[src/rtl/periph_axil_responder_pkg.sv]
`default_nettype none
// ============================================================================
// Module      : periph_axil_responder_pkg
// Description : Shared types and constants for the peripheral AXI4-Lite
//               responder: response codes, FSM encodings, window base and
//               window-relative address arithmetic.
// Revision    : 1.0 - initial release
// ============================================================================
package periph_axil_responder_pkg;

  // Base of the peripheral window on the core's peripheral bus
  localparam logic [31:0] PERIPHERAL_BUS_ADDR = 32'h6000_0000;

  typedef enum logic [1:0] {
    RESP_OKAY   = 2'b00,
    RESP_SLVERR = 2'b10
  } axi_resp_t;

  // Write-channel FSM encoding
  typedef logic [1:0] wr_state_t;
  localparam wr_state_t WR_IDLE      = 2'd0;
  localparam wr_state_t WR_HAVE_ADDR = 2'd1;
  localparam wr_state_t WR_HAVE_DATA = 2'd2;
  localparam wr_state_t WR_RESP      = 2'd3;

  // Read-channel FSM encoding
  typedef logic [0:0] rd_state_t;
  localparam rd_state_t RD_IDLE = 1'b0;
  localparam rd_state_t RD_RESP = 1'b1;

  // Window-relative offset in 33 bits; an address below the base wraps to a
  // huge value, so a single range compare rejects it
  function automatic logic [32:0] addr_offset(input logic [31:0] addr,
                                              input logic [31:0] base);
    return {1'b0, addr} - {1'b0, base};
  endfunction

endpackage
`default_nettype wire

[src/rtl/periph_axil_responder_if.sv]
`default_nettype none
// ============================================================================
// Module      : periph_axil_responder_if
// Description : AXI4-Lite bus bundle between the peripheral-bus initiator
//               (master) and the register responder (slave).
// Revision    : 1.0 - initial release
// ============================================================================
interface periph_axil_responder_if;
  import periph_axil_responder_pkg::*;

  logic        awvalid;
  logic        awready;
  logic [31:0] awaddr;
  logic        wvalid;
  logic        wready;
  logic [31:0] wdata;
  logic [3:0]  wstrb;
  logic        bvalid;
  logic        bready;
  axi_resp_t   bresp;
  logic        arvalid;
  logic        arready;
  logic [31:0] araddr;
  logic        rvalid;
  logic        rready;
  logic [31:0] rdata;
  axi_resp_t   rresp;

  modport master (
    output awvalid, awaddr, wvalid, wdata, wstrb, bready, arvalid, araddr, rready,
    input  awready, wready, bvalid, bresp, arready, rvalid, rdata, rresp
  );

  modport slave (
    input  awvalid, awaddr, wvalid, wdata, wstrb, bready, arvalid, araddr, rready,
    output awready, wready, bvalid, bresp, arready, rvalid, rdata, rresp
  );

endinterface
`default_nettype wire

[src/rtl/periph_axil_reg_bank.sv]
`default_nettype none
// ============================================================================
// Module      : periph_axil_reg_bank
// Description : Register storage for the peripheral responder. Word 0 is a
//               constant ID, words 1..NUM_REGS-1 are byte-writable. Provides
//               a combinational read mux and a flattened export of all words.
// Revision    : 1.0 - initial release
// ============================================================================
module periph_axil_reg_bank
  import periph_axil_responder_pkg::*;
#(
  parameter int          NUM_REGS = 8,
  parameter logic [31:0] ID_VALUE = 32'h0000_0000
) (
  input  wire logic                        clk,
  input  wire logic                        rst_n,
  input  wire logic                        wr_en,
  input  wire logic [$clog2(NUM_REGS)-1:0] wr_idx,
  input  wire logic [31:0]                 wr_data,
  input  wire logic [3:0]                  wr_strb,
  input  wire logic [$clog2(NUM_REGS)-1:0] rd_idx,
  output logic      [31:0]                 rd_data,
  output logic      [NUM_REGS*32-1:0]      regs_o
);

  localparam int c_idx_w = $clog2(NUM_REGS);

  logic [NUM_REGS-1:0][31:0] w_words;

  for (genvar gi = 0; gi < NUM_REGS; gi++) begin : g_word
    if (gi == 0) begin : g_ro
      assign w_words[gi] = ID_VALUE;
    end else begin : g_rw
      logic [31:0] r_word;

      // Byte-strobed update of one scratch/control word
      always_ff @(posedge clk) begin
        if (!rst_n) begin
          r_word <= '0;
        end else if (wr_en && (wr_idx == c_idx_w'(gi))) begin
          for (int b = 0; b < 4; b++) begin
            if (wr_strb[b]) begin
              r_word[8*b +: 8] <= wr_data[8*b +: 8];
            end
          end
        end
      end

      assign w_words[gi] = r_word;
    end
  end

  assign rd_data = w_words[rd_idx];
  assign regs_o  = w_words;

endmodule
`default_nettype wire

[src/rtl/periph_axil_responder.sv]
`default_nettype none
// ============================================================================
// Module      : periph_axil_responder
// Description : AXI4-Lite responder for the peripheral window. Independent
//               write and read FSMs, one outstanding transaction per channel,
//               address decode with SLVERR on miss, register bank below.
// Revision    : 1.0 - initial release
// ============================================================================
module periph_axil_responder
  import periph_axil_responder_pkg::*;
#(
  parameter logic [31:0] BASE_ADDR = PERIPHERAL_BUS_ADDR,
  parameter int          NUM_REGS  = 8,
  parameter logic [31:0] ID_VALUE  = 32'h0000_0000
) (
  input  wire logic                   clk,
  input  wire logic                   rst_n,
  periph_axil_responder_if.slave      bus,
  output logic [NUM_REGS*32-1:0]      regs_o
);

  localparam int          c_idx_w = $clog2(NUM_REGS);
  localparam logic [32:0] c_span  = 33'(NUM_REGS * 4);

  // ---------------------------------------------------------------- write side
  wr_state_t     r_wr_state;
  logic [31:0]   r_aw_addr;
  logic [31:0]   r_w_data;
  logic [3:0]    r_w_strb;
  axi_resp_t     r_bresp;

  logic          w_aw_hs;
  logic          w_w_hs;
  logic          w_commit;
  logic [31:0]   w_commit_addr;
  logic [31:0]   w_commit_data;
  logic [3:0]    w_commit_strb;
  logic [32:0]   w_wr_off;
  logic          w_wr_hit;
  logic [c_idx_w-1:0] w_wr_idx;

  assign bus.awready = (r_wr_state == WR_IDLE) || (r_wr_state == WR_HAVE_DATA);
  assign bus.wready  = (r_wr_state == WR_IDLE) || (r_wr_state == WR_HAVE_ADDR);
  assign bus.bvalid  = (r_wr_state == WR_RESP);
  assign bus.bresp   = r_bresp;

  assign w_aw_hs = bus.awvalid && bus.awready;
  assign w_w_hs  = bus.wvalid  && bus.wready;

  // Pick the commit operands: live bus values or whichever half was latched
  always_comb begin
    w_commit      = 1'b0;
    w_commit_addr = bus.awaddr;
    w_commit_data = bus.wdata;
    w_commit_strb = bus.wstrb;
    case (r_wr_state)
      WR_IDLE: begin
        w_commit = w_aw_hs && w_w_hs;
      end
      WR_HAVE_ADDR: begin
        w_commit      = w_w_hs;
        w_commit_addr = r_aw_addr;
      end
      WR_HAVE_DATA: begin
        w_commit      = w_aw_hs;
        w_commit_data = r_w_data;
        w_commit_strb = r_w_strb;
      end
      default: begin
        w_commit = 1'b0;
      end
    endcase
  end

  assign w_wr_off = addr_offset(w_commit_addr, BASE_ADDR);
  assign w_wr_hit = (w_commit_addr >= BASE_ADDR) && (w_wr_off < c_span);
  assign w_wr_idx = w_wr_off[c_idx_w+1:2];

  // Write FSM: gather AW and W in either order, then hold B until accepted
  always_ff @(posedge clk) begin
    if (!rst_n) begin
      r_wr_state <= WR_IDLE;
      r_aw_addr  <= '0;
      r_w_data   <= '0;
      r_w_strb   <= '0;
      r_bresp    <= RESP_OKAY;
    end else begin
      case (r_wr_state)
        WR_IDLE: begin
          if (w_aw_hs && w_w_hs) begin
            r_wr_state <= WR_RESP;
          end else if (w_aw_hs) begin
            r_aw_addr  <= bus.awaddr;
            r_wr_state <= WR_HAVE_ADDR;
          end else if (w_w_hs) begin
            r_w_data   <= bus.wdata;
            r_w_strb   <= bus.wstrb;
            r_wr_state <= WR_HAVE_DATA;
          end
        end
        WR_HAVE_ADDR: begin
          if (w_w_hs) r_wr_state <= WR_RESP;
        end
        WR_HAVE_DATA: begin
          if (w_aw_hs) r_wr_state <= WR_RESP;
        end
        WR_RESP: begin
          if (bus.bready) r_wr_state <= WR_IDLE;
        end
        default: begin
          r_wr_state <= WR_IDLE;
        end
      endcase
      if (w_commit) begin
        r_bresp <= w_wr_hit ? RESP_OKAY : RESP_SLVERR;
      end
    end
  end

  // ----------------------------------------------------------------- read side
  rd_state_t     r_rd_state;
  logic [31:0]   r_rdata;
  axi_resp_t     r_rresp;

  logic          w_ar_hs;
  logic [32:0]   w_rd_off;
  logic          w_rd_hit;
  logic [c_idx_w-1:0] w_rd_idx;
  logic [31:0]   w_rd_word;

  assign bus.arready = (r_rd_state == RD_IDLE);
  assign bus.rvalid  = (r_rd_state == RD_RESP);
  assign bus.rdata   = r_rdata;
  assign bus.rresp   = r_rresp;

  assign w_ar_hs  = bus.arvalid && bus.arready;
  assign w_rd_off = addr_offset(bus.araddr, BASE_ADDR);
  assign w_rd_hit = (bus.araddr >= BASE_ADDR) && (w_rd_off < c_span);
  assign w_rd_idx = w_rd_off[c_idx_w+1:2];

  // Read FSM: capture the pre-edge register value, hold it until accepted
  always_ff @(posedge clk) begin
    if (!rst_n) begin
      r_rd_state <= RD_IDLE;
      r_rdata    <= '0;
      r_rresp    <= RESP_OKAY;
    end else begin
      case (r_rd_state)
        RD_IDLE: begin
          if (w_ar_hs) begin
            r_rdata    <= w_rd_hit ? w_rd_word : 32'h0;
            r_rresp    <= w_rd_hit ? RESP_OKAY : RESP_SLVERR;
            r_rd_state <= RD_RESP;
          end
        end
        RD_RESP: begin
          if (bus.rready) r_rd_state <= RD_IDLE;
        end
        default: begin
          r_rd_state <= RD_IDLE;
        end
      endcase
    end
  end

  // ------------------------------------------------------------ register bank
  periph_axil_reg_bank #(
    .NUM_REGS (NUM_REGS),
    .ID_VALUE (ID_VALUE)
  ) u_reg_bank (
    .clk     (clk),
    .rst_n   (rst_n),
    .wr_en   (w_commit && w_wr_hit),
    .wr_idx  (w_wr_idx),
    .wr_data (w_commit_data),
    .wr_strb (w_commit_strb),
    .rd_idx  (w_rd_idx),
    .rd_data (w_rd_word),
    .regs_o  (regs_o)
  );

`ifndef SYNTHESIS
  // Responses must not be withdrawn or altered before the initiator takes them
  a_bvalid_hold: assert property (@(posedge clk)
    (rst_n && bus.bvalid && !bus.bready) |=> (!rst_n || bus.bvalid));
  a_rvalid_hold: assert property (@(posedge clk)
    (rst_n && bus.rvalid && !bus.rready) |=> (!rst_n || bus.rvalid));
  a_bresp_stable: assert property (@(posedge clk)
    (rst_n && bus.bvalid && !bus.bready) |=> (!rst_n || $stable(bus.bresp)));
  a_rresp_stable: assert property (@(posedge clk)
    (rst_n && bus.rvalid && !bus.rready) |=> (!rst_n || $stable(bus.rresp)));
  a_rdata_stable: assert property (@(posedge clk)
    (rst_n && bus.rvalid && !bus.rready) |=> (!rst_n || $stable(bus.rdata)));
`endif

endmodule
`default_nettype wire

[src/flat_wrapper.sv]
// flat-port wrapper written by rule: the top's interface ports become plain ports
module periph_axil_responder_flat import periph_axil_responder_pkg::*;
#(
  parameter logic [31:0] BASE_ADDR = PERIPHERAL_BUS_ADDR,
  parameter int          NUM_REGS  = 8,
  parameter logic [31:0] ID_VALUE  = 32'h0000_0000
)
  (clk, rst_n, regs_o, bus_awvalid, bus_awaddr, bus_wvalid, bus_wdata, bus_wstrb, bus_bready, bus_arvalid, bus_araddr, bus_rready, bus_awready, bus_wready, bus_bvalid, bus_bresp, bus_arready, bus_rvalid, bus_rdata, bus_rresp);
  periph_axil_responder_if bus_i ();
  input  wire logic clk;
  input  wire logic rst_n;
  output logic [NUM_REGS*32-1:0] regs_o;
  input wire logic [$bits(bus_i.awvalid)-1:0] bus_awvalid;
  input wire logic [$bits(bus_i.awaddr)-1:0] bus_awaddr;
  input wire logic [$bits(bus_i.wvalid)-1:0] bus_wvalid;
  input wire logic [$bits(bus_i.wdata)-1:0] bus_wdata;
  input wire logic [$bits(bus_i.wstrb)-1:0] bus_wstrb;
  input wire logic [$bits(bus_i.bready)-1:0] bus_bready;
  input wire logic [$bits(bus_i.arvalid)-1:0] bus_arvalid;
  input wire logic [$bits(bus_i.araddr)-1:0] bus_araddr;
  input wire logic [$bits(bus_i.rready)-1:0] bus_rready;
  output wire logic [$bits(bus_i.awready)-1:0] bus_awready;
  output wire logic [$bits(bus_i.wready)-1:0] bus_wready;
  output wire logic [$bits(bus_i.bvalid)-1:0] bus_bvalid;
  output wire logic [$bits(bus_i.bresp)-1:0] bus_bresp;
  output wire logic [$bits(bus_i.arready)-1:0] bus_arready;
  output wire logic [$bits(bus_i.rvalid)-1:0] bus_rvalid;
  output wire logic [$bits(bus_i.rdata)-1:0] bus_rdata;
  output wire logic [$bits(bus_i.rresp)-1:0] bus_rresp;
  assign bus_i.awvalid = bus_awvalid;
  assign bus_i.awaddr = bus_awaddr;
  assign bus_i.wvalid = bus_wvalid;
  assign bus_i.wdata = bus_wdata;
  assign bus_i.wstrb = bus_wstrb;
  assign bus_i.bready = bus_bready;
  assign bus_i.arvalid = bus_arvalid;
  assign bus_i.araddr = bus_araddr;
  assign bus_i.rready = bus_rready;
  assign bus_awready = bus_i.awready;
  assign bus_wready = bus_i.wready;
  assign bus_bvalid = bus_i.bvalid;
  assign bus_bresp = bus_i.bresp;
  assign bus_arready = bus_i.arready;
  assign bus_rvalid = bus_i.rvalid;
  assign bus_rdata = bus_i.rdata;
  assign bus_rresp = bus_i.rresp;
  periph_axil_responder #(.BASE_ADDR(BASE_ADDR), .NUM_REGS(NUM_REGS), .ID_VALUE(ID_VALUE)) u_core (.clk(clk), .rst_n(rst_n), .bus(bus_i), .regs_o(regs_o));
endmodule
[config.mk]
export PLATFORM = sky130hd
export DESIGN_NAME = periph_axil_responder_flat
export DESIGN_NICKNAME = d
export VERILOG_FILES = /design/src/rtl/periph_axil_responder_pkg.sv /design/src/rtl/periph_axil_responder_if.sv /design/src/rtl/periph_axil_reg_bank.sv /design/src/rtl/periph_axil_responder.sv /design/src/flat_wrapper.sv
export SDC_FILE = /design/constraint.sdc
export NUM_CORES = 1
export LEC_CHECK = 0
export CAP_MARGIN = 0
export CORE_MARGIN = 2
export CORE_UTILIZATION = 44
export CTS_CLUSTER_DIAMETER = 30
export CTS_CLUSTER_SIZE = 40
export DETAILED_ROUTE_END_ITERATION = 12
export PLACE_DENSITY = 0.83
export SYNTH_ARGS = -nofsm -noshare
export SYNTH_HDL_FRONTEND = slang
export SYNTH_SLANG_ARGS = --single-unit
[constraint.sdc]
create_clock -name clk -period 2.5 [get_ports clk]
set_input_delay 0.625 -clock clk [delete_from_list [all_inputs] [get_ports clk]]
set_output_delay 0.625 -clock clk [all_outputs]
set_load 0.005 [all_outputs]
==> results of run 1 <==
## through the flow
stage / util [%] / instance area (µm²) / total power (W)
2_1_floorplan: - / 15400 / 0.00706
3_3_place_gp: 58.2 / 19900 / 0.00796
3_5_place_dp: 58.2 / 19900 / 0.00804
4_1_cts: 65.0 / 22300 / 0.0170
5_1_grt: 65.3 / 22400 / 0.0176
6_report: 65.3 / 22400 / 0.0170
## critical path: cells and delay by family
kind / cells / cell delay [ns]
AND/OR/NAND/NOR: 3 / 0.83
AO/OA/AOI/OAI: 2 / 0.54
buffers and inverters: 3 / 0.90
## flip-flops by register name, indices dropped and copies added, names as in the netlist
register,count
u_core.u_reg_bank.g_word.g_rw.r_word,224
u_core.bus.rdata,32
u_core.r_aw_addr,32
u_core.r_w_data,32
u_core.r_w_strb,4
u_core.r_wr_state,2
u_core.bus.bresp,1
u_core.bus.rresp,1
u_core.bus.rvalid,1
## final cells by class
class / instances / area (µm²) / share of cell area (%)
clock inverter: 29 / 353 / 1.58
timing repair buffer: 463 / 4810 / 21.5
inverter: 12 / 45.0 / 0.201
multi-input combinational: 1131 / 8070 / 36.1
sequential: 329 / 6590 / 29.5
antenna: 1 / 2.50 / 0.0112
tap: 455 / 569 / 2.54
clock buffer: 91 / 1930 / 8.63
## synthesized netlist by cell type (4+ instances only)
cell type	count	area [µm²]
nand2_1	438	1640
dfxtp_1	329	6590
mux2i_1	225	2250
clkbuf_1	72	270
mux2_2	69	777
a22oi_1	66	495
buf_4	44	330
a21oi_1	40	200
nor2_1	35	131
o21ai_0	34	170
nor2b_1	33	206
a21boi_0	32	240
mux4_2	32	721
nand4_4	19	404
inv_1	12	45.0
buf_1	11	41.3
nor4_1	11	68.8
buf_2	8	40.0
ha_1	8	100
nor3_1	7	35.0
nand4_2	6	75.1
a31oi_1	4	25.0
and4_1	4	35.0
nand3_1	4	20.0
## layout by cell type, fill, tap and decap left out, types with 19 or more instances in the layout
| cell type | instances |
|---|---|
| a21boi_0 | 32 |
| a21oi_1 | 39 |
| a22oi_1 | 66 |
| buf_12 | 32 |
| buf_4 | 61 |
| clkbuf_16 | 71 |
| clkdlybuf4s50_1 | 363 |
| conb_1 | 34 |
| dfxtp_1 | 327 |
| mux2_2 | 69 |
| mux2i_1 | 224 |
| mux4_2 | 32 |
| nand2_1 | 438 |
| nand4_4 | 19 |
| nor2_1 | 34 |
| nor2b_1 | 32 |
| o21ai_0 | 34 |
## metal layers
layer	GRT usage [%]	vias to the layer above	routed length, µm	share of wire (%)
met2	46.7	586	25000	50
met4	13.3	6	1970	3.9
met3	6.40	135	3580	7.2
met1	30.6	6575	19400	39
met5	0	-	45	0.090
li1	-	6309	-	-
## cell families after synthesis
logic type               Yosys count
flip-flops                       329
other                              1
adder cells (fa/ha/maj)            8
multiplexers                     327
buffers and inverters            151
AND/OR/NAND/NOR                  575
AO/OA/AOI/OAI                    187
## power breakdown
part           total [W]  internal (W)  switching, W
registers        0.00550       0.00541     0.0000850
clock network    0.00889       0.00602       0.00287
logic            0.00262       0.00116       0.00145
## path summary, 6_finish.rpt
path                         from                                          to  slack (ns)  cells past startpoint
max                 bus_araddr[0]                        u_core.bus.rdata[23]        0.07                      8
min          u_core.r_aw_addr[24]                        u_core.r_aw_addr[24]        0.45                      2
max reg2reg  u_core.r_wr_state[1]  u_core.u_reg_bank.g_word[4].g_rw.r_word[1]        0.13                     12
min reg2reg  u_core.r_aw_addr[24]                        u_core.r_aw_addr[24]        0.45                      2
## timing repair
action	4_1_cts	5_1_grt
hold buffers	0	0
resized for setup	9	10
setup buffers	8	3
setup endpoints to repair	160	210
cloned	0	1
pin swaps	4	6
==> impl_metrics.env, run 1 <==
export IMPL_synth_flop_cell="dfxtp_1"
export IMPL_fin_setup_tns_ns=0
export IMPL_synth_fa_ha_area_share_pct=0.657
export IMPL_die_area_um2=36100
export IMPL_netlist_area_um2=15200
export IMPL_yosys_warnings=0
export IMPL_synth_avg_cell_area_um2=9.65
export IMPL_vias=13600
export IMPL_drc=0
export IMPL_crit_path_end_kind="flip-flop"
export IMPL_leakage_nw=9.48
export IMPL_synth_mux_area_share_pct=24.7
export IMPL_die_h_um=190
export IMPL_port_buffers=369
export IMPL_synth_xor_area_share_pct=0
export IMPL_antenna_found_initial=4
export IMPL_drtAntennaViolNets=0
export IMPL_num_rows=68
export IMPL_status="finished clean"
export IMPL_die_w_um=190
export IMPL_gr_total_overflow=0
export IMPL_tritoncts="yes"
export IMPL_io_pins=404
export IMPL_clk_latency_ns=0.56
export IMPL_relSlewSlack_pct=21.1
export IMPL_slew_viol_final=0
export IMPL_dp_cells=2379
export IMPL_critPathMaxStageDelay_ns=0.56
export IMPL_path_clk_slew_ns=0.05
export IMPL_drt_pass1_iterations=5
export IMPL_rsz0062_at_grt="true"
export IMPL_wl_per_cell_um=19.9
export IMPL_crit_fanout=33
export IMPL_drv_cap=0
export IMPL_crit_slowest_cell="nor4_1"
export IMPL_max_freq_ghz=0.411
export IMPL_synth_simple_gate_area_share_pct=18.0
export IMPL_gp_congestion=0.878
export IMPL_critPathKind="in -> reg"
export IMPL_clock_sinks=329
export IMPL_path_cells="clkdlybuf4s50_1 > nor4_1 > buf_4 > nand3b_1 > a2111oi_4 > buf_12 > a22oi_1 > nor2b_1"
export IMPL_routed_wirelength_mm=50.0
export IMPL_start_util_pct=44.4
export IMPL_drive_gt1_share_pct=17.6
export IMPL_synth_edff_count=0
export IMPL_min_path_type="reg -> reg"
export IMPL_synth_compound_area_share_pct=8.21
export IMPL_cts_made_buffers=69
export IMPL_finalHoldViolCount=0
export IMPL_dp_slack_ns=-0.437
export IMPL_seq_area_frac_synth_pct=43.3
export IMPL_grt_pass1_vias=13900
export IMPL_setup_viol_count_final=0
export IMPL_ir_drop_mv=0.566
export IMPL_powerDensity_nw_per_um2=760
export IMPL_worstMarginPinSlew_ns=1.18
export IMPL_synth_top_family_by_area="multiplexers"
export IMPL_syn_to_final_growth_pct=47.0
export IMPL_drt_iter0_markers=793
export IMPL_grt_util_all_layers_pct=26.8
export IMPL_core_area_um2=34300
export IMPL_nets=2121
export IMPL_post_route_period_util_pct=97.3
export IMPL_cts_max_level=3
export IMPL_required_ns=2.99
export IMPL_holdWs_ns=0.447
export IMPL_filler_cell_count=2547
export IMPL_async_flop_share_pct=0
export IMPL_drt_vias_per_instance=5.42
export IMPL_finalClockSkew_ns=0.0238
export IMPL_dp_hpwl_mm=34.3
export IMPL_final_instance_count_excl_fill=2511
export IMPL_cts_root_buf="clkbuf_16"
export IMPL_ys_ff_latch=329
export IMPL_synth_cell_types=48
export IMPL_fin_crit_ns=2.43
export IMPL_setup_ws_ns=0.0663
export IMPL_critPathArrivalTime_ns=2.93
export IMPL_worst_setup_path_start_kind="input pin"
export IMPL_grt_first_pass_wirelength_mm=76.0
export IMPL_netlist_instances=1578
export IMPL_grt_max_degree=65
export IMPL_clock_path_buffers=3
(Power assumes the default switching activity.)
==> run 2, diff against run 1 <==
CAP_MARGIN = 20   (was 0)
==> results of run 2 <==
The final DEF is identical to that of run 1; final timing and power are the same.
==> run 3, diff against run 2 <==
SETUP_SLACK_MARGIN = 0.2   (was unset)
==> run 3 against run 2 <==
  * Clock power is 1% lower
  * Worst setup slack improved by 0.038 ns
  * Clock skew is 0.011 ns lower
  * Total power is 1.7% higher
  * Largest cell class unchanged
  * Largest power group unchanged
==> impl_metrics.env, run 3 (same netlist as run 1, synthesis figures left out) <==
export IMPL_status="finished clean"
export IMPL_vias=13900
export IMPL_cts_root_buf="clkbuf_16"
export IMPL_rsz0062_at_grt="true"
export IMPL_relSlewSlack_pct=50.2
export IMPL_crit_fanout=8
export IMPL_worst_path_buf_inv=4
export IMPL_powerDensity_nw_per_um2=756
export IMPL_routed_wirelength_mm=53.6
export IMPL_worstMarginPinSlew_ns=0.747
export IMPL_path_clk_slew_ns=0.05
export IMPL_finalClockSkew_ns=0.0128
export IMPL_die_area_um2=36100
export IMPL_drv_cap=0
export IMPL_max_freq_ghz=0.417
export IMPL_drc=0
export IMPL_dp_cells=2365
export IMPL_drt_vias_per_instance=5.49
export IMPL_grt_util_all_layers_pct=28.3
export IMPL_critPathKind="reg -> reg"
export IMPL_final_common_cell="nand2_1"
export IMPL_path_cells="inv_4 > ha_4 > buf_2 > a22oi_1 > a21oi_2 > and4_4 > buf_12 > buf_6 > nand4_4 > mux2i_2"
export IMPL_setup_ws_ns=0.104
export IMPL_num_rows=68
export IMPL_r2r_slack_ns=0.10
export IMPL_clk_latency_ns=0.58
export IMPL_cts_made_buffers=61
export IMPL_gr_total_overflow=0
export IMPL_cts_max_level=2
export IMPL_worst_setup_path_start_kind="flip-flop"
export IMPL_critPathMaxStageDelay_ns=0.35
export IMPL_largest_register_ffs=224
export IMPL_start_util_pct=44.4
export IMPL_min_path_type="in -> reg"
export IMPL_grt_first_pass_wirelength_mm=79.5
export IMPL_drtAntennaViolNets=0
export IMPL_dp_hpwl_mm=35.7
export IMPL_drt_pass1_iterations=5
export IMPL_setup_viol_count_final=0
export IMPL_leakage_nw=9.64
export IMPL_antenna_found_initial=9
export IMPL_dp_slack_ns=-0.525
export IMPL_filler_cell_count=2472
export IMPL_regMostFlops="u_core.u_reg_bank.g_word.g_rw.r_word"
export IMPL_wl_per_cell_um=21.2
export IMPL_tritoncts="yes"
export IMPL_die_w_um=190
export IMPL_post_route_period_util_pct=95.8
export IMPL_final_instance_count_excl_fill=2529
export IMPL_crit_path_end_kind="flip-flop"
export IMPL_cp_top_family="simple AND/OR/NAND/NOR gates"
export IMPL_finalHoldViolCount=0
export IMPL_mostFrequentLayoutCells="nand2_1 (436), clkdlybuf4s50_1 (359), dfxtp_1 (327)"
export IMPL_die_h_um=190
export IMPL_required_ns=2.94
export IMPL_nets=2130
export IMPL_drt_iter0_markers=794
export IMPL_core_area_um2=34300
export IMPL_crit_slowest_cell="dfxtp_4"
export IMPL_fin_crit_ns=2.40
export IMPL_slew_viol_final=0
export IMPL_critPathArrivalTime_ns=2.83
export IMPL_gp_congestion=0.907
export IMPL_fin_setup_tns_ns=0
export IMPL_ir_drop_mv=0.773
export IMPL_drive_gt1_share_pct=19.6
export IMPL_grt_max_degree=65
export IMPL_io_pins=404
export IMPL_clock_sinks=329
export IMPL_clock_path_buffers=3
export IMPL_syn_to_final_growth_pct=50.2
export IMPL_port_buffers=369
export IMPL_grt_pass1_vias=13700
-- run 3: area by class of cell --
class	count	area [µm²]	share of cell area, %
Tap cell	455	569	2.49
Multi-Input combinational cell	1131	8220	35.9
Antenna cell	6	15.0	0.0657
Clock inverter	49	609	2.66
Timing Repair Buffer	480	5190	22.7
Clock buffer	67	1620	7.09
Sequential cell	329	6590	28.8
Inverter	12	47.5	0.208
-- run 3: worst reg2reg max path: stages (launching register included) --
cell and delay [ns]:
dfxtp_4 0.35, inv_4 0.06, ha_4 0.20, buf_2 0.21
a22oi_1 0.12, a21oi_2 0.23, and4_4 0.34, buf_12 0.15
buf_6 0.12, nand4_4 0.24, mux2i_2 0.26
-- run 3: per-layer routing --
layer | global-route usage (%) | part of all wire [%] | vias to the layer above
met4 | 14.9 | 5.1 | 6
met5 | 0 | 0.073 | -
met3 | 7.32 | 8.1 | 167
met1 | 33.0 | 39 | 6747
met2 | 47.9 | 48 | 632
li1 | - | - | 6329
-- run 3: what timing repair did --
action | 4_1_cts | 5_1_grt
hold buffers | 0 | 0
gates resized for setup | 47 | 25
pin swaps | 9 | 13
setup buffers | 23 | 12
gates cloned | 5 | 2
setup endpoints to repair | 259 | 258
-- run 3: worst paths after layout --
path | end | from | depth (start not counted)
setup / recovery | u_core.u_reg_bank.g_word[2].g_rw.r_word[0] | u_core.r_wr_state[1] | 10
hold reg to reg | u_core.r_aw_addr[23] | u_core.r_aw_addr[23] | 2
setup reg to reg | u_core.u_reg_bank.g_word[2].g_rw.r_word[0] | u_core.r_wr_state[1] | 10
hold / removal | u_core.r_wr_state[1] | rst_n | 2
-- run 3: where the power goes --
| group | internal (W) | switching (W) |
|---|---|---|
| clock | 0.00573 | 0.00307 |
| sequential | 0.00540 | 0.0000944 |
| combinational | 0.00137 | 0.00163 |
-- run 3: metrics by stage --
step	hold WS, ns	power (W)	instance area [µm²]	utilization [%]
6_report	0.445	0.0173	22900	66.7
5_1_grt	0.455	0.0178	22900	66.7
4_1_cts	0.435	0.0172	22600	66.0
3_5_place_dp	0.443	0.00801	19800	57.9
3_3_place_gp	0.437	0.00794	19800	57.9
2_1_floorplan	0.431	0.00710	15400	-
